===== config.mk =====
export PLATFORM = sky130hd
export DESIGN_NAME = fpto_int_seq_flat
export DESIGN_NICKNAME = d
export VERILOG_FILES = /design/src/rtl/fpto_int_seq_if.sv /design/src/rtl/fpto_int_seq.sv /design/src/flat_wrapper.sv
export SDC_FILE = /design/constraint.sdc
export NUM_CORES = 1
export LEC_CHECK = 0
export CORE_UTILIZATION = 23
export CTS_BUF_LIST = sky130_fd_sc_hd__clkbuf_8
export CTS_CLUSTER_DIAMETER = 40
export CTS_CLUSTER_SIZE = 8
export DETAILED_ROUTE_END_ITERATION = 10
export SYNTH_ARGS = -nofsm -noshare
export SYNTH_HDL_FRONTEND = slang
export SYNTH_SLANG_ARGS = --single-unit
export TNS_END_PERCENT = 5

===== constraint.sdc =====
create_clock -name clk -period 3.8 [get_ports clk]
set_input_delay 0.76 -clock clk [delete_from_list [all_inputs] [get_ports clk]]
set_output_delay 0.76 -clock clk [all_outputs]
set_load 0.02 [all_outputs]

===== src/rtl/fpto_int_seq_if.sv =====
// Stream/command bundle between the fpto_int sequencer and its neighbours.
// slave: the sequencer's view; master: the command/data source and converter model.
interface fpto_int_seq_if #(
  parameter int unsigned CNT_W = 16
);
  logic             cmd_vld;
  logic             cmd_rdy;
  logic             cmd_src_prec;
  logic             cmd_dst_prec;
  logic             cmd_pack;
  logic [CNT_W-1:0] cmd_len;

  logic             in_vld;
  logic             in_rdy;
  logic [31:0]      in_data;

  logic             cvt_inst_vld;
  logic             cvt_src_prec;
  logic             cvt_dst_prec;
  logic             cvt_src_pos;
  logic             cvt_dst_pos;
  logic [31:0]      cvt_in_reg;
  logic [31:0]      cvt_out_reg;
  logic             cvt_result_vld;

  logic             out_vld;
  logic             out_rdy;
  logic [31:0]      out_data;
  logic             out_last;

  logic             busy;
  logic             done;
  logic             err;

  modport slave (
    input  cmd_vld, cmd_src_prec, cmd_dst_prec, cmd_pack, cmd_len,
    output cmd_rdy,
    input  in_vld, in_data,
    output in_rdy,
    output cvt_inst_vld, cvt_src_prec, cvt_dst_prec, cvt_src_pos, cvt_dst_pos, cvt_in_reg,
    input  cvt_out_reg, cvt_result_vld,
    output out_vld, out_data, out_last,
    input  out_rdy,
    output busy, done, err
  );

  modport master (
    output cmd_vld, cmd_src_prec, cmd_dst_prec, cmd_pack, cmd_len,
    input  cmd_rdy,
    output in_vld, in_data,
    input  in_rdy,
    input  cvt_inst_vld, cvt_src_prec, cvt_dst_prec, cvt_src_pos, cvt_dst_pos, cvt_in_reg,
    output cvt_out_reg, cvt_result_vld,
    input  out_vld, out_data, out_last,
    output out_rdy,
    input  busy, done, err
  );
endinterface


===== src/rtl/fpto_int_seq.sv =====
// Command-driven sequencer around the combinational fpto_int converter.
// Streams cmd_len input words through the converter, splitting FP16->INT32 words into two
// issues and merging packed FP32->INT16 results two per output word.
module fpto_int_seq #(
  parameter int unsigned CNT_W = 16
) (
  input logic           clk,
  input logic           rst_n,
  fpto_int_seq_if.slave bus
);

  typedef enum logic [1:0] {StIdle, StRun, StDone} state_e;

  localparam logic [CNT_W-1:0] CntOne = CNT_W'(1);
  localparam logic [CNT_W:0]   OutOne = (CNT_W + 1)'(1);

  state_e           state_q, state_d;
  logic             rdy_en_q;
  logic             src_q, dst_q, pack_q;
  logic [CNT_W-1:0] len_q, in_cnt_q, iss_cnt_q;
  logic [CNT_W:0]   out_cnt_q, out_total_q, out_total_d;
  logic [31:0]      hold_q;
  logic             hold_vld_q, half_q;
  logic [15:0]      stage_q;
  logic             out_vld_q, out_last_q;
  logic [31:0]      out_data_q, res;
  logic             err_q;

  logic run, cmd_acc, in_rdy, in_acc, slot_free, issue, rel_hold;
  logic mode_split, word_last, stage_only, out_wr, out_hs;

  assign run        = (state_q == StRun);
  assign cmd_acc    = bus.cmd_vld && (state_q == StIdle) && rdy_en_q;
  assign mode_split = !src_q && dst_q;
  assign slot_free  = !out_vld_q || bus.out_rdy;
  assign issue      = run && hold_vld_q && slot_free;
  // An FP16->INT32 word stays held until its high half has been issued.
  assign rel_hold   = issue && (!mode_split || half_q);
  assign word_last  = (iss_cnt_q == len_q - CntOne);
  // Even packed word with a partner still to come: result goes to the stage, not the output.
  assign stage_only = pack_q && !iss_cnt_q[0] && !word_last;
  assign out_wr     = issue && !stage_only;
  assign out_hs     = out_vld_q && bus.out_rdy;
  assign in_rdy     = run && (in_cnt_q != len_q) && (!hold_vld_q || rel_hold);
  assign in_acc     = bus.in_vld && in_rdy;

  assign bus.cmd_rdy  = (state_q == StIdle) && rdy_en_q;
  assign bus.in_rdy   = in_rdy;
  assign bus.out_vld  = out_vld_q;
  assign bus.out_data = out_data_q;
  assign bus.out_last = out_last_q;
  assign bus.busy     = run;
  assign bus.done     = (state_q == StDone);
  assign bus.err      = err_q;

  // Converter drive: everything zero unless an issue happens this cycle.
  always_comb begin
    bus.cvt_inst_vld = 1'b0;
    bus.cvt_src_prec = 1'b0;
    bus.cvt_dst_prec = 1'b0;
    bus.cvt_src_pos  = 1'b0;
    bus.cvt_dst_pos  = 1'b0;
    bus.cvt_in_reg   = 32'h0;
    if (issue) begin
      bus.cvt_inst_vld = 1'b1;
      bus.cvt_src_prec = src_q;
      bus.cvt_dst_prec = dst_q;
      bus.cvt_src_pos  = mode_split && half_q;
      bus.cvt_dst_pos  = pack_q && iss_cnt_q[0];
      bus.cvt_in_reg   = hold_q;
    end
  end

  // Output word formation from the converter result.
  always_comb begin
    res = bus.cvt_out_reg;
    if (pack_q) begin
      res = iss_cnt_q[0] ? (bus.cvt_out_reg | {16'h0, stage_q})
                         : {16'h0, bus.cvt_out_reg[15:0]};
    end else if (src_q && !dst_q) begin
      res = {16'h0, bus.cvt_out_reg[15:0]};
    end
  end

  // Number of output words the accepted command will produce.
  always_comb begin
    out_total_d = {1'b0, bus.cmd_len};
    if (!bus.cmd_src_prec && bus.cmd_dst_prec) begin
      out_total_d = {bus.cmd_len, 1'b0};
    end else if (bus.cmd_pack && bus.cmd_src_prec && !bus.cmd_dst_prec) begin
      out_total_d = ({1'b0, bus.cmd_len} + OutOne) >> 1;
    end
  end

  // Next-state logic.
  always_comb begin
    state_d = state_q;
    case (state_q)
      StIdle:  if (cmd_acc) state_d = (bus.cmd_len == '0) ? StDone : StRun;
      StRun:   if (out_hs && out_last_q) state_d = StDone;
      StDone:  state_d = StIdle;
      default: state_d = StIdle;
    endcase
  end

  // State register plus the flag that holds cmd_rdy low until the first clock after reset.
  always_ff @(posedge clk or negedge rst_n) begin
    if (!rst_n) begin
      state_q  <= StIdle;
      rdy_en_q <= 1'b0;
    end else begin
      state_q  <= state_d;
      rdy_en_q <= 1'b1;
    end
  end

  // Command configuration and word/output counters.
  always_ff @(posedge clk or negedge rst_n) begin
    if (!rst_n) begin
      src_q       <= 1'b0;
      dst_q       <= 1'b0;
      pack_q      <= 1'b0;
      len_q       <= '0;
      in_cnt_q    <= '0;
      iss_cnt_q   <= '0;
      out_cnt_q   <= '0;
      out_total_q <= '0;
    end else if (cmd_acc) begin
      src_q       <= bus.cmd_src_prec;
      dst_q       <= bus.cmd_dst_prec;
      pack_q      <= bus.cmd_pack && bus.cmd_src_prec && !bus.cmd_dst_prec;
      len_q       <= bus.cmd_len;
      in_cnt_q    <= '0;
      iss_cnt_q   <= '0;
      out_cnt_q   <= '0;
      out_total_q <= out_total_d;
    end else begin
      if (in_acc)   in_cnt_q  <= in_cnt_q + CntOne;
      if (rel_hold) iss_cnt_q <= iss_cnt_q + CntOne;
      if (out_wr)   out_cnt_q <= out_cnt_q + OutOne;
    end
  end

  // Input hold register and FP16 half selector.
  always_ff @(posedge clk or negedge rst_n) begin
    if (!rst_n) begin
      hold_q     <= 32'h0;
      hold_vld_q <= 1'b0;
      half_q     <= 1'b0;
    end else if (cmd_acc) begin
      hold_vld_q <= 1'b0;
      half_q     <= 1'b0;
    end else if (in_acc) begin
      hold_q     <= bus.in_data;
      hold_vld_q <= 1'b1;
      half_q     <= 1'b0;
    end else begin
      if (rel_hold) hold_vld_q <= 1'b0;
      if (issue && mode_split && !half_q) half_q <= 1'b1;
    end
  end

  // Staged low half of a packed FP32->INT16 pair.
  always_ff @(posedge clk or negedge rst_n) begin
    if (!rst_n) begin
      stage_q <= 16'h0;
    end else if (issue && stage_only) begin
      stage_q <= bus.cvt_out_reg[15:0];
    end
  end

  // Output register: loads on issue, holds while stalled, empties on handshake.
  always_ff @(posedge clk or negedge rst_n) begin
    if (!rst_n) begin
      out_vld_q  <= 1'b0;
      out_data_q <= 32'h0;
      out_last_q <= 1'b0;
    end else if (out_wr) begin
      out_vld_q  <= 1'b1;
      out_data_q <= res;
      out_last_q <= ((out_cnt_q + OutOne) == out_total_q);
    end else if (out_hs) begin
      out_vld_q  <= 1'b0;
      out_last_q <= 1'b0;
    end
  end

  // Sticky error for an issue the converter did not acknowledge.
  always_ff @(posedge clk or negedge rst_n) begin
    if (!rst_n) begin
      err_q <= 1'b0;
    end else if (cmd_acc) begin
      err_q <= 1'b0;
    end else if (issue && !bus.cvt_result_vld) begin
      err_q <= 1'b1;
    end
  end

endmodule


===== src/flat_wrapper.sv =====
// flat-port wrapper written by rule: the top's interface ports become plain ports
module fpto_int_seq_flat 
#(
  parameter int unsigned CNT_W = 16
)
  (clk, rst_n, bus_cmd_vld, bus_cmd_src_prec, bus_cmd_dst_prec, bus_cmd_pack, bus_cmd_len, bus_cmd_rdy, bus_in_vld, bus_in_data, bus_in_rdy, bus_cvt_inst_vld, bus_cvt_src_prec, bus_cvt_dst_prec, bus_cvt_src_pos, bus_cvt_dst_pos, bus_cvt_in_reg, bus_cvt_out_reg, bus_cvt_result_vld, bus_out_vld, bus_out_data, bus_out_last, bus_out_rdy, bus_busy, bus_done, bus_err);
  fpto_int_seq_if #(.CNT_W(CNT_W)) bus_i ();
  input logic clk;
  input logic rst_n;
  input wire logic [$bits(bus_i.cmd_vld)-1:0] bus_cmd_vld;
  input wire logic [$bits(bus_i.cmd_src_prec)-1:0] bus_cmd_src_prec;
  input wire logic [$bits(bus_i.cmd_dst_prec)-1:0] bus_cmd_dst_prec;
  input wire logic [$bits(bus_i.cmd_pack)-1:0] bus_cmd_pack;
  input wire logic [$bits(bus_i.cmd_len)-1:0] bus_cmd_len;
  output wire logic [$bits(bus_i.cmd_rdy)-1:0] bus_cmd_rdy;
  input wire logic [$bits(bus_i.in_vld)-1:0] bus_in_vld;
  input wire logic [$bits(bus_i.in_data)-1:0] bus_in_data;
  output wire logic [$bits(bus_i.in_rdy)-1:0] bus_in_rdy;
  output wire logic [$bits(bus_i.cvt_inst_vld)-1:0] bus_cvt_inst_vld;
  output wire logic [$bits(bus_i.cvt_src_prec)-1:0] bus_cvt_src_prec;
  output wire logic [$bits(bus_i.cvt_dst_prec)-1:0] bus_cvt_dst_prec;
  output wire logic [$bits(bus_i.cvt_src_pos)-1:0] bus_cvt_src_pos;
  output wire logic [$bits(bus_i.cvt_dst_pos)-1:0] bus_cvt_dst_pos;
  output wire logic [$bits(bus_i.cvt_in_reg)-1:0] bus_cvt_in_reg;
  input wire logic [$bits(bus_i.cvt_out_reg)-1:0] bus_cvt_out_reg;
  input wire logic [$bits(bus_i.cvt_result_vld)-1:0] bus_cvt_result_vld;
  output wire logic [$bits(bus_i.out_vld)-1:0] bus_out_vld;
  output wire logic [$bits(bus_i.out_data)-1:0] bus_out_data;
  output wire logic [$bits(bus_i.out_last)-1:0] bus_out_last;
  input wire logic [$bits(bus_i.out_rdy)-1:0] bus_out_rdy;
  output wire logic [$bits(bus_i.busy)-1:0] bus_busy;
  output wire logic [$bits(bus_i.done)-1:0] bus_done;
  output wire logic [$bits(bus_i.err)-1:0] bus_err;
  assign bus_i.cmd_vld = bus_cmd_vld;
  assign bus_i.cmd_src_prec = bus_cmd_src_prec;
  assign bus_i.cmd_dst_prec = bus_cmd_dst_prec;
  assign bus_i.cmd_pack = bus_cmd_pack;
  assign bus_i.cmd_len = bus_cmd_len;
  assign bus_cmd_rdy = bus_i.cmd_rdy;
  assign bus_i.in_vld = bus_in_vld;
  assign bus_i.in_data = bus_in_data;
  assign bus_in_rdy = bus_i.in_rdy;
  assign bus_cvt_inst_vld = bus_i.cvt_inst_vld;
  assign bus_cvt_src_prec = bus_i.cvt_src_prec;
  assign bus_cvt_dst_prec = bus_i.cvt_dst_prec;
  assign bus_cvt_src_pos = bus_i.cvt_src_pos;
  assign bus_cvt_dst_pos = bus_i.cvt_dst_pos;
  assign bus_cvt_in_reg = bus_i.cvt_in_reg;
  assign bus_i.cvt_out_reg = bus_cvt_out_reg;
  assign bus_i.cvt_result_vld = bus_cvt_result_vld;
  assign bus_out_vld = bus_i.out_vld;
  assign bus_out_data = bus_i.out_data;
  assign bus_out_last = bus_i.out_last;
  assign bus_i.out_rdy = bus_out_rdy;
  assign bus_busy = bus_i.busy;
  assign bus_done = bus_i.done;
  assign bus_err = bus_i.err;
  fpto_int_seq #(.CNT_W(CNT_W)) u_core (.clk(clk), .rst_n(rst_n), .bus(bus_i));
endmodule

==> Word-level counts from Yosys, hierarchy flattened <==
Index checks and enable logic that the tools add are counted.
{ "classes": {"reduce_logical": 51, "n_eq_ne": 7, "mux": 32, "add_sub_neg": 5, "bitwise": 2} }
{ "ops": {"columns": ["op", "n"], "rows": [
  ["32-bit 2-to-1 mux", 4],
  ["16-bit 2-to-1 mux", 5],
  ["17-bit 2-to-1 mux", 3],
  ["16-bit by 1-bit adder with 16-bit output (second input constant)", 2],
  ["32-bit by 16-bit OR with 32-bit output", 1],
  ["1-bit logical AND", 25],
  ["16-bit by 1-bit adder with 17-bit output (second input constant)", 1],
  ["17-bit by 1-bit adder with 17-bit output (second input constant)", 1],
  ["17-bit equality test", 1],
  ["16-bit equality test", 1],
  ["16-bit logical NOT", 1],
  ["1-bit 2-to-1 mux", 16],
  ["16-bit inequality test", 1],
  ["16-bit by 1-bit subtractor with 16-bit output (second input constant)", 1],
  ["1-bit logical NOT", 12],
  ["2-bit nonzero test", 5],
  ["2-bit 2-to-1 mux", 3],
  ["3-bit nonzero test", 2],
  ["2-bit case mux with 2 select lines", 1],
  ["2-bit AND reduction", 2],
  ["1-bit logical OR", 3],
  ["2-bit by 1-bit equality test with 1-bit output (second input constant)", 1],
  ["2-bit equality test (second input constant)", 1],
  ["2-bit logical NOT", 1],
  ["other kinds (3)", 3]
]} }
{ "word_totals": {"wordCells": 115, "input_bits": 89, "output_inout_bits": 76, "regBits": 173} }

==> Logic depth before layout (Yosys ltp) <==
Gate-level depths: netlist of run 1.
{ "depth": {"depth_word": 10, "depth_mapped": 14, "mapped_depth_nobuf": 10} }

==> Least setup slack after synthesis of run 1 <==
No wires, ideal clock.
{ "synth_timing": {"kind": "reg-to-reg", "startpoint": "reg u_core.len_q[0]", "endpoint": "reg u_core.stage_q[10]", "period_less_slack_ns": 2.974, "path_buffers": 2, "setup_ns": 0.125, "slack_ns": 0.826, "arrival_time_ns": 2.849, "t_required_ns": 3.675, "stages_incl_launch_ff": 13, "path_cell_list": "dfrtp_1 > inv_1 > ha_1 > or4b_1 > buf_2 > or3_1 > a21o_1 > a31o_2 > o221ai_2 > nor2_1 > nor3_4 > buf_6 > mux2_2"} }
{ "synth_between": {"elab_chain_cells": 5} }
{ "synth_lines": {"columns": ["item", "line", "source"], "rows": [
  ["start, declared", "fpto_int_seq.sv:20", "logic [CNT_W-1:0] len_q, in_cnt_q, iss_cnt_q;"],
  ["start signal, assigned", "fpto_int_seq.sv:132", "len_q <= bus.cmd_len;"],
  ["16-bit by 1-bit subtractor with 16-bit output", "fpto_int_seq.sv:39", "assign word_last = (iss_cnt_q == len_q - CntOne);"],
  ["16-bit equality test", "fpto_int_seq.sv:39", null],
  ["1-bit logical NOT", "fpto_int_seq.sv:41", "assign stage_only = pack_q && !iss_cnt_q[0] && !word_last;"],
  ["1-bit logical AND", "fpto_int_seq.sv:41", null],
  ["1-bit logical AND", "fpto_int_seq.sv:167", "end else if (issue && stage_only) begin"],
  ["end signal, assigned", "fpto_int_seq.sv:168", "stage_q <= bus.cvt_out_reg[15:0];"],
  ["end, declared", "fpto_int_seq.sv:24", "logic [15:0] stage_q;"]
]} }
No other way between the ends.
A chain may end at the register's enable or synchronous reset.

==> Worst setup path in the final report of run 1 <==
{ "layout_timing": {"startpoint": "in bus_out_rdy", "endpoint": "out bus_cvt_inst_vld"} }
{ "layout_between": {"elab_chain_cells": 3} }
{ "layout_lines": {"columns": ["item", "line", "source"], "rows": [
  ["start, declared", "flat_wrapper.sv:30", "input wire logic [$bits(bus_i.out_rdy)-1:0] bus_out_rdy;"],
  ["1-bit logical OR", "fpto_int_seq.sv:35", "assign slot_free = !out_vld_q || bus.out_rdy;"],
  ["1-bit logical AND", "fpto_int_seq.sv:36", "assign issue = run && hold_vld_q && slot_free;"],
  ["1-bit 2-to-1 mux", "fpto_int_seq.sv:64", "if (issue) begin"],
  ["end, declared", "flat_wrapper.sv:19", "output wire logic [$bits(bus_i.cvt_inst_vld)-1:0] bus_cvt_inst_vld;"]
]} }
No other way between the ends.

==> results of run 1 <==
[Yosys cell counts (8+ instances only)]
master and instances:
nand2_1 115, and3_1 45, nor4_1 8, xnor2_1 50, o21ai_0 64, a21oi_1 52
nand4_1 10, nand3_1 45, inv_1 22, mux2_2 51, nor2_1 70, nor3_1 19
xor2_1 30, clkbuf_1 51, mux2i_1 8, dfrtp_1 173, nor3b_1 10, a22o_1 16
or3_1 12, a211o_1 9
[worst max path at each step]
stage / depth (start not counted) / to / start
floorplan: 12 / u_core.stage_q[10] / u_core.len_q[0]
CTS: 6 / bus_cvt_inst_vld / bus_out_rdy
finish: 6 / bus_cvt_inst_vld / bus_out_rdy
global route: 6 / bus_cvt_inst_vld / bus_out_rdy
detailed placement: 6 / bus_cvt_inst_vld / bus_out_rdy
global placement: 6 / bus_cvt_inst_vld / bus_out_rdy
[metal layers]
metal | part of all wire, % | routed length (um)
met1 | 49 | 12500
met2 | 42 | 10800
met3 | 7.9 | 2040
met4 | 1.3 | 324
met5 | 0.051 | 13
[flip-flops by register name (all words and copies together), names as in the netlist, 2 cells and up]
name / cells
u_core.bus.out_data: 32
u_core.stage_q: 16
u_core.out_total_q: 17
u_core.iss_cnt_q: 16
u_core.state_q: 2
u_core.out_cnt_q: 17
u_core.len_q: 16
u_core.in_cnt_q: 16
u_core.hold_q: 32
[worst register-to-register path: stages (launching register included)]
cell,delay (ns)
dfrtp_1,0.45
inv_1,0.10
ha_1,0.20
or4b_1,0.59
o41ai_1,0.43
nand4_1,0.13
nor3_1,0.25
nand4_1,0.20
a2bb2oi_4,0.23
and2_1,0.33
a211o_1,0.35
[cell type report]
class | count | area, um^2 | area share, %
clock inverter | 9 | 124 | 1.04
tap | 525 | 657 | 5.54
sequential | 173 | 4330 | 36.5
clock buffer | 19 | 262 | 2.21
timing repair buffer | 188 | 1860 | 15.7
multi-input combinational | 710 | 4540 | 38.3
inverter | 22 | 82.6 | 0.696
[logic make-up (layout without fill, tap and decap cells)]
logic type      Yosys count  after routing  share of synthesized area, %
other cells               1              1                        0.0405
flops                   173            173                          46.7
mux                      61             61                          7.34
xor+xnor                 80             80                          7.56
buf+inv                  93            238                          4.44
simple gates            377            377                          20.5
fa+ha+maj                 6              6                         0.810
compound gates          185            185                          12.6
[through the flow]
stage | hold WS, ns | util, % | setup slack, ns | cells
after detailed placement | 0.470 | 28.9 | 0.202 | 1618
after global routing | 0.379 | 29.8 | 0.133 | 1646
after global placement | 0.461 | 28.9 | 0.225 | 1618
final | 0.325 | 29.8 | 0.248 | 1646
after CTS | 0.356 | 29.8 | 0.200 | 1646
after floorplan | 0.459 | - | 0.826 | 976
[power by group through the flow]
stage	Sequential, mW	Clock, mW	Combinational (mW)
global placement	3.08	0	3.33
floorplan	3.09	0	2.05
global route	3.18	1.46	3.71
CTS	3.08	1.40	3.42
finish	3.08	1.33	3.37
detailed placement	3.09	0	3.40
==> results.sh, run 1 <==
export IMPL_status="complete, no violations"
export IMPL_cap_viol_max_count=0
export IMPL_area_delta_synth_final_pct=27.9
export IMPL_dieHeight_um=203
export IMPL_clk_path_buf_depth=2
export IMPL_cts_root_buf="clkbuf_8"
export IMPL_peakVddDrop_uv=424
export IMPL_worst_setup_path_end_kind="output port"
export IMPL_hold_class="primary input to async pin"
export IMPL_cts_tree="done"
export IMPL_grt_max_degree=109
export IMPL_placed_cell_area_um2=11500
export IMPL_use_met2_pct=18.1
export IMPL_synth_edf_count=0
export IMPL_total_power_mw=7.79
export IMPL_fillers=4140
export IMPL_cts_made_buffers=17
export IMPL_met3_usage_pct=4.43
export IMPL_stdcell_area_um2=11900
export IMPL_port_buffer_count=164
export IMPL_crit_top_cell="clkdlybuf4s50_1"
export IMPL_crit_fanout=36
export IMPL_clock_latency_ns=0.48
export IMPL_gp_congestion=0.850
export IMPL_hold_viol=0
export IMPL_antenna_left=0
export IMPL_io_pins=165
export IMPL_p_int_mw=4.80
export IMPL_critical_path_buf_inv_count=4
export IMPL_busiest_layer="met2"
export IMPL_postCtsHoldBufs=0
export IMPL_ys_warn_count=0
export IMPL_leakage_nw=5.04
export IMPL_tightest_slew_ns=0.842
export IMPL_cts_max_level=4
export IMPL_post_cts_buffers=0
export IMPL_final_common_cell="dfrtp_1"
export IMPL_grt_usage_pct=12.6
export IMPL_fmax_mhz=282
export IMPL_path_class="primary input to output port"
export IMPL_mostFrequentLayoutCells="173 x dfrtp_1, 163 x clkdlybuf4s50_1, 114 x nand2_1, 70 x nor2_1, 64 x o21ai_0"
export IMPL_synthCells=976
export IMPL_period_needed_ns=3.55
export IMPL_syn_mean_instance_area_um2=9.50
export IMPL_ys_async_sr_fraction_pct=100
export IMPL_crit_chain="clkdlybuf4s50_1, nand2b_1, buf_4, nand2_1, inv_1, clkdlybuf4s50_1"
export IMPL_start_util_pct=23.3
export IMPL_slew_headroom_pct=43.9
export IMPL_drt_wl_total_um=25700
export IMPL_via_per_inst=4.61
export IMPL_die_area_um2=41100
export IMPL_grt_antenna_before_repair=1
export IMPL_clk_pin_slew_ns=0.08
export IMPL_yosysTopAreaCellShare_pct=46.7
export IMPL_rows=73
export IMPL_critPathLaunchType="primary input"
export IMPL_wire_per_inst_um=15.6
export IMPL_core_area_um2=39700
export IMPL_drv_slew=0
export IMPL_r2r_setup_slack_ns=0.43
export IMPL_cp_data_arrival_time_ns=2.79
export IMPL_first_pass_iters=5
export IMPL_p_comb_share_pct=43.3
export IMPL_synth_ff_type="dfrtp_1"
export IMPL_setup_violations=0
export IMPL_rsz0062_at_grt="no"
export IMPL_drive_gt1_share_pct=10.3
export IMPL_p_per_area_nw_per_um2=657
export IMPL_drc=0
export IMPL_diodes=0
export IMPL_layout_worst_path_cycle_share_pct=93.5
export IMPL_num_vias=7581
export IMPL_swShare_pct=38.4
export IMPL_ys_top_cells_by_area="dfrtp_1 47%, mux2_2 6.2%, xnor2_1 4.7%"
export IMPL_r2r_start="u_core.len_q[0]"
export IMPL_r2r_end="u_core.out_cnt_q[3]"
export IMPL_fin_setup_tns_ns=0
export IMPL_crit_family="buffers and inverters"
export IMPL_yosys_area_top_type="dfrtp_1"
export IMPL_yosysSeqAreaShare_pct=46.7
export IMPL_overflow=0
export IMPL_cpMaxStageDelayCell="clkdlybuf4s50_1"
export IMPL_dr_first_iter_drc_count=479
export IMPL_fin_nets=1207
export IMPL_die_w_um=203
export IMPL_power_share_clock_pct=17.1
export IMPL_power_switching_mw=2.99
export IMPL_grt_first_pass_wirelength_um=41000
export IMPL_ff2ff_path_depth=10
export IMPL_ys_ff_latch=173
export IMPL_synth_area_um2=9270
export IMPL_worstPathRequired_ns=3.04
export IMPL_slowest_delay_ns=0.67
export IMPL_grt_pass1_vias=7436
export IMPL_cts_sinks=173
export IMPL_use_met1_pct=17.6
export IMPL_power_frac_seq_pct=39.6
export IMPL_hpwlAfterDp_um=18200
export IMPL_cts_resized=0
export IMPL_yosysUniqueCellTypes=70
export IMPL_syn_nets=1071
export IMPL_fin_skew_ns=0.0149
Note: power is estimated with default switching activity, not from simulation.
==> run 2, diff against run 1 <==
--- a/config.mk
+++ b/config.mk
@@ -5,7 +5,7 @@
 export SDC_FILE = /design/constraint.sdc
 export NUM_CORES = 1
 export LEC_CHECK = 0
-export CORE_UTILIZATION = 23
+export CORE_UTILIZATION = 30
 export CTS_BUF_LIST = sky130_fd_sc_hd__clkbuf_8
 export CTS_CLUSTER_DIAMETER = 40
 export CTS_CLUSTER_SIZE = 8
==> run 2 against run 1 <==
Net effect:
- die area shrank 23%
- power is essentially flat
- setup slack gained 0.081 ns
- critical endpoint is now bus_cvt_src_pos
- largest power group unchanged
- combinational power is essentially flat
- clock skew grew 0.0028 ns
==> results.sh, run 2 (synthesized netlist as in run 1, its figures left out) <==
export IMPL_status="complete, no violations"
export IMPL_fillers=2958
export IMPL_cts_max_level=4
export IMPL_antenna_left=0
export IMPL_leakage_nw=5.08
export IMPL_fin_setup_tns_ns=0
export IMPL_port_buffer_count=164
export IMPL_dieHeight_um=178
export IMPL_gp_congestion=0.862
export IMPL_slowest_delay_ns=0.60
export IMPL_cts_made_buffers=17
export IMPL_multiInputGateArea_um2=4550
export IMPL_fin_skew_ns=0.0178
export IMPL_crit_fanout=36
export IMPL_area_delta_synth_final_pct=26.8
export IMPL_via_per_inst=5.02
export IMPL_p_per_area_nw_per_um2=663
export IMPL_fin_nets=1213
export IMPL_io_pins=165
export IMPL_die_w_um=178
export IMPL_regArea_um2=4330
export IMPL_grt_first_pass_wirelength_um=41400
export IMPL_post_cts_buffers=0
export IMPL_setup_violations=0
export IMPL_placed_cells=1489
export IMPL_grt_max_degree=80
export IMPL_cts_sinks=173
export IMPL_peakVddDrop_uv=345
export IMPL_stdcell_count=1521
export IMPL_fmax_mhz=288
export IMPL_clk_pin_slew_ns=0.09
export IMPL_grt_antenna_before_repair=0
export IMPL_die_area_um2=31600
export IMPL_wire_per_inst_um=16.8
export IMPL_grt_usage_pct=16.7
export IMPL_grt_pass1_vias=7697
export IMPL_rsz0062_at_grt="no"
export IMPL_rows=63
export IMPL_clk_path_buf_depth=2
export IMPL_critical_path_buf_inv_count=3
export IMPL_drc=0
export IMPL_diodes=0
export IMPL_cpMaxStageDelayCell="clkdlybuf4s50_1"
export IMPL_layout_worst_path_cycle_share_pct=91.3
export IMPL_hold_viol=0
export IMPL_cp_data_arrival_time_ns=2.71
export IMPL_stdcell_area_um2=11800
export IMPL_drive_gt1_share_pct=11.4
export IMPL_cts_tree="done"
export IMPL_drv_slew=0
export IMPL_overflow=0
export IMPL_mostFrequentLayoutCells="173 x dfrtp_1, 163 x clkdlybuf4s50_1, 114 x nand2_1, 70 x nor2_1, 64 x o21ai_0"
export IMPL_cap_viol_max_count=0
export IMPL_total_power_mw=7.78
export IMPL_r2r_setup_slack_ns=0.47
export IMPL_worst_setup_path_end_kind="output port"
export IMPL_hpwlAfterDp_um=18100
export IMPL_worstPathRequired_ns=3.04
export IMPL_crit_family="buffers and inverters"
export IMPL_placed_cell_area_um2=11400
export IMPL_cts_root_buf="clkbuf_8"
export IMPL_critPathLaunchType="primary input"
export IMPL_first_pass_iters=4
export IMPL_path_class="primary input to output port"
export IMPL_final_util_pct=39.1
export IMPL_crit_chain="clkdlybuf4s50_1, nand2b_1, buf_12, and3_1, and3_1, clkdlybuf4s50_1"
export IMPL_slew_headroom_pct=44.7
export IMPL_postCtsHoldBufs=0
export IMPL_drt_wl_total_um=25500
export IMPL_final_common_cell="dfrtp_1"
export IMPL_tightest_slew_ns=0.830
export IMPL_start_util_pct=30.9
export IMPL_cts_resized=0
export IMPL_clock_latency_ns=0.48
export IMPL_num_vias=7628
export IMPL_period_needed_ns=3.47
export IMPL_hold_class="primary input to async pin"
export IMPL_dr_first_iter_drc_count=506
export IMPL_core_area_um2=30000
run 2: layout make-up:
class                      instances  area share (%)
timing repair buffer             194            16.2
tap                              390            4.15
multi-input combinational        710            38.7
inverter                          22           0.703
clock inverter                    14            1.28
clock buffer                      18            2.11
sequential                       173            36.8
run 2: final timing paths:
kind | start | to | depth (start not counted)
max in group asynchronous | rst_n | u_core.out_total_q[15] | 3
min in group clk | u_core.bus.out_data[6] | u_core.bus.out_data[6] | 2
setup reg to reg | u_core.len_q[2] | u_core.out_cnt_q[9] | 8
setup / recovery | bus_out_rdy | bus_cvt_src_pos | 6
hold reg to reg | u_core.bus.out_data[6] | u_core.bus.out_data[6] | 2
hold / removal | rst_n | u_core.out_cnt_q[5] | 1
run 2: metrics by stage:
stage | hold WS, ns | worst slack, ns
floorplan | 0.459 | 0.826
finish | 0.279 | 0.329
global placement | 0.461 | 0.350
detailed placement | 0.469 | 0.316
CTS | 0.344 | 0.305
global route | 0.346 | 0.222
run 2: metal layers:
layer | global-route usage (%) | vias to the layer above | share of wire (%)
met3 | 4.33 | 14 | 6.0
met4 | 4.02 | 0 | 0.93
met2 | 26.3 | 172 | 45
li1 | - | 3697 | -
met1 | 22.7 | 3745 | 48
met5 | 0 | - | 0
run 2: where the power goes:
| group | switching, mW | leakage, nW | internal (mW) |
|---|---|---|---|
| registers | 0.543 | 2.22 | 2.51 |
| logic | 1.75 | 2.65 | 1.64 |
| clock network | 0.784 | 0.209 | 0.565 |
==> run 3, diff against run 2 <==
--- a/config.mk
+++ b/config.mk
@@ -7,7 +7,7 @@
 export LEC_CHECK = 0
 export CORE_UTILIZATION = 30
 export CTS_BUF_LIST = sky130_fd_sc_hd__clkbuf_8
-export CTS_CLUSTER_DIAMETER = 40
+export CTS_CLUSTER_DIAMETER = 60
 export CTS_CLUSTER_SIZE = 8
 export DETAILED_ROUTE_END_ITERATION = 10
 export SYNTH_ARGS = -nofsm -noshare
==> results of run 3 <==
No change in the layout: final DEF, timing and power equal those of run 2.
==> RTL edit, RTL diff (settings of run 2) <==
`CNT_W` is set to 16 in 3 places; all go to 32.
--- a/src/rtl/fpto_int_seq_if.sv
+++ b/src/rtl/fpto_int_seq_if.sv
@@ -1,7 +1,7 @@
 // Stream/command bundle between the fpto_int sequencer and its neighbours.
 // slave: the sequencer's view; master: the command/data source and converter model.
 interface fpto_int_seq_if #(
-  parameter int unsigned CNT_W = 16
+  parameter int unsigned CNT_W = 32
 );
   logic             cmd_vld;
   logic             cmd_rdy;
--- a/src/rtl/fpto_int_seq.sv
+++ b/src/rtl/fpto_int_seq.sv
@@ -2,7 +2,7 @@
 // Streams cmd_len input words through the converter, splitting FP16->INT32 words into two
 // issues and merging packed FP32->INT16 results two per output word.
 module fpto_int_seq #(
-  parameter int unsigned CNT_W = 16
+  parameter int unsigned CNT_W = 32
 ) (
   input logic           clk,
   input logic           rst_n,
--- a/src/flat_wrapper.sv
+++ b/src/flat_wrapper.sv
@@ -1,7 +1,7 @@
 // flat-port wrapper written by rule: the top's interface ports become plain ports
 module fpto_int_seq_flat 
 #(
-  parameter int unsigned CNT_W = 16
+  parameter int unsigned CNT_W = 32
 )
   (clk, rst_n, bus_cmd_vld, bus_cmd_src_prec, bus_cmd_dst_prec, bus_cmd_pack, bus_cmd_len, bus_cmd_rdy, bus_in_vld, bus_in_data, bus_in_rdy, bus_cvt_inst_vld, bus_cvt_src_prec, bus_cvt_dst_prec, bus_cvt_src_pos, bus_cvt_dst_pos, bus_cvt_in_reg, bus_cvt_out_reg, bus_cvt_result_vld, bus_out_vld, bus_out_data, bus_out_last, bus_out_rdy, bus_busy, bus_done, bus_err);
   fpto_int_seq_if #(.CNT_W(CNT_W)) bus_i ();
Interface: changed (resized bus_cmd_len); port bits go from 165 to 181. No check against the original RTL was run, so the function may have changed too.
==> RTL edit against run 2 <==
Critical path depth increased by 4; worst setup slack got worse by 0.13 ns; first-iteration DRC count increased by 66%; die area increased by 58%; sequential cell count increased by 80; total power increased by 23%; synthesized cell count increased by 69%; synthesized area increased by 59%; routed wire length increased by 65%; sequential share of layout area decreased by 2.6 points; cell area increased by 58%; clock power increased by 110%; global-route usage increased by 0.073 points; maximum frequency decreased by 3.7%; critical path type is now flop to flop; critical endpoint is now u_core.out_cnt_q[4].
==> RTL edit: results (changes against run 2) <==
Parameter                              Value

Outcome
  Status ... finished, final reports clean

Yosys
  Sequential fraction of the synthesis area ... 42.9% (-3.8 points)
  FFs w/ async S/R, synth ... 100% (unchanged)
  Leading cell types by count after synthesis ... dfrtp_1, nand2_1, nor2_1
  Count of mapped cells out of synthesis ... 1654 (+69%)
  Count of unique library cells instantiated by Yosys ... 72 (+2.9%)
  Net count after synthesis ... 1765 (+65%)
  Leading post-synthesis cells by cell area ... dfrtp_1, xnor2_1, xor2_1
  Post-synth top flop ... dfrtp_1

Pwr
  Leakage power of the design ... 0.00802 uW (+58%)
  Largest vdd supply drop ... 0.319 mV (-7.4%)
  Ratio of total power to cell area ... 517 mW/mm2 (-22%)

Place
  Cell total after placement ... 2438 (+64%)
  Place WS ... 0.0153 ns (-0.301 ns)
  GP Congestion ... 0.867 (+0.57%)
  Detailed placement HPWL ... 31200 um (+72%)
  Cell Area, Placed ... 0.0175 mm2 (+54%)
  Count of input and output buffers ... 180 (+9.8%)

Worst hold path
  HP Class ... primary input to asynchronous set/reset pin

Clock tree
  Number of H-tree levels ... 2 (-2)
  Clk pin slew, worst setup/hold paths ... 0.06 ns (-0.03 ns)
  Worst-case clock buffer depth ... 3 (+1)
  Root buffer selected by CTS ... clkbuf_8
  Clock network latency to the later pin of the worst-skew pair ... 0.64 ns (+0.16 ns)
  CTS Buf Count ... 47 (+30)

Global routing
  Vias in the first global route ... 12414 (+61%)
  Global-route wire length before repair ... 67000 um (+62%)
  Total global-route track usage ... 16.8% (+0.073 points)
  Pin count of the biggest net entering global routing ... 83 (+3.8%)
  Number of antenna violations at the first check in global routing ... 0 (unchanged)

Cells and area
  Final Non-Filler Cells ... 2519 (+66%)
  Largest regs ... u_core.out_cnt_q x33, u_core.out_total_q x33
  Number of nets in the final layout ... 1942 (+60%)
  Total of fill cells in the finished design ... 4741 (+60%)
  Fraction of final layout cells sized beyond drive strength 1 ... 11.7% (+0.25 points)

Detailed routing
  DRT iter0 DRCs ... 840 (+66%)
  Routed via count divided by cell count ... 5.03 (+0.37%)
  1st-pass router iterations ... 5 (+1)
  Average detailed-routed wire length per instance ... 16.7 um (-0.32%)

STA
  Post-route clock skew ... 0.0456 ns (+0.0278 ns)
  Tightest slew margin relative to the limit ... 36.4% (-8.3 points)

Setup path
  Largest fanout on the critical path ... 22 (-39%)
  Arr. time, crit path ... 4.13 ns (+1.42 ns)
  Critical path startpoint ... u_core.len_q[4]
  Dominant delay contributor by cell family on the critical path ... simple AND/OR/NAND/NOR gates
  Crit-path slowest cell ... or4_1
  Worst stage delay on the critical path ... 0.71 ns (+0.11 ns)
RTL edit: cell types whose count changed after synthesis, moves of 38 or more:
cell / before / now
nor2_1: 70 / 175
and2_1: 7 / 45
xnor2_1: 50 / 97
clkbuf_1: 51 / 92
nand2_1: 115 / 191
dfrtp_1: 173 / 253
xor2_1: 30 / 82
RTL edit: cells by family after synthesis:
kind of cell               Yosys count  share of synthesized area [%]
other                                1                         0.0254
DFF                                253                           42.9
AOI/OAI and AO/OA                  293                           13.0
buffers and inverters              156                           4.38
xor gates and xnor gates           179                           10.6
muxes                               62                           4.64
and+or+nand+nor                    704                           23.9
adders and majority gates            6                          0.509
RTL edit: final timing paths:
path	to	slack [ns]	cells past startpoint
setup / recovery	u_core.out_cnt_q[4]	0.19	10
hold / removal	u_core.out_cnt_q[30]	0.09	1
setup reg to reg	u_core.out_cnt_q[4]	0.19	10
hold reg to reg	u_core.hold_q[18]	0.49	1
max in group asynchronous	u_core.in_cnt_q[2]	2.78	2
min in group clk	u_core.hold_q[18]	0.49	1
RTL edit: per-layer routing:
layer / track usage (%) / wire length (um)
met1: 21.0 / 18300
met3: 3.28 / 1920
met2: 28.3 / 20600
met5: 0 / 0
met4: 6.52 / 1330
RTL edit: cell type report:
class	count	share of cell area [%]
tap	656	4.43
multi-input combinational	1245	42.1
clock buffer	58	4.31
clock inverter	22	1.26
antenna	1	0.0135
timing repair buffer	247	12.9
inverter	37	0.750
sequential	253	34.2
RTL edit: where the power goes:
part | switching, uW | leakage (uW) | total, uW | internal, uW
sequential | 382 | 0.00330 | 3550 | 3170
clock | 1240 | 0.000545 | 2900 | 1660
combinational | 1630 | 0.00418 | 3120 | 1490
RTL edit: repair_timing:
action / 4_1_cts / 5_1_grt
resized for setup: 0 / 1
setup endpoints to repair: 0 / 2
setup buffers: 0 / 0
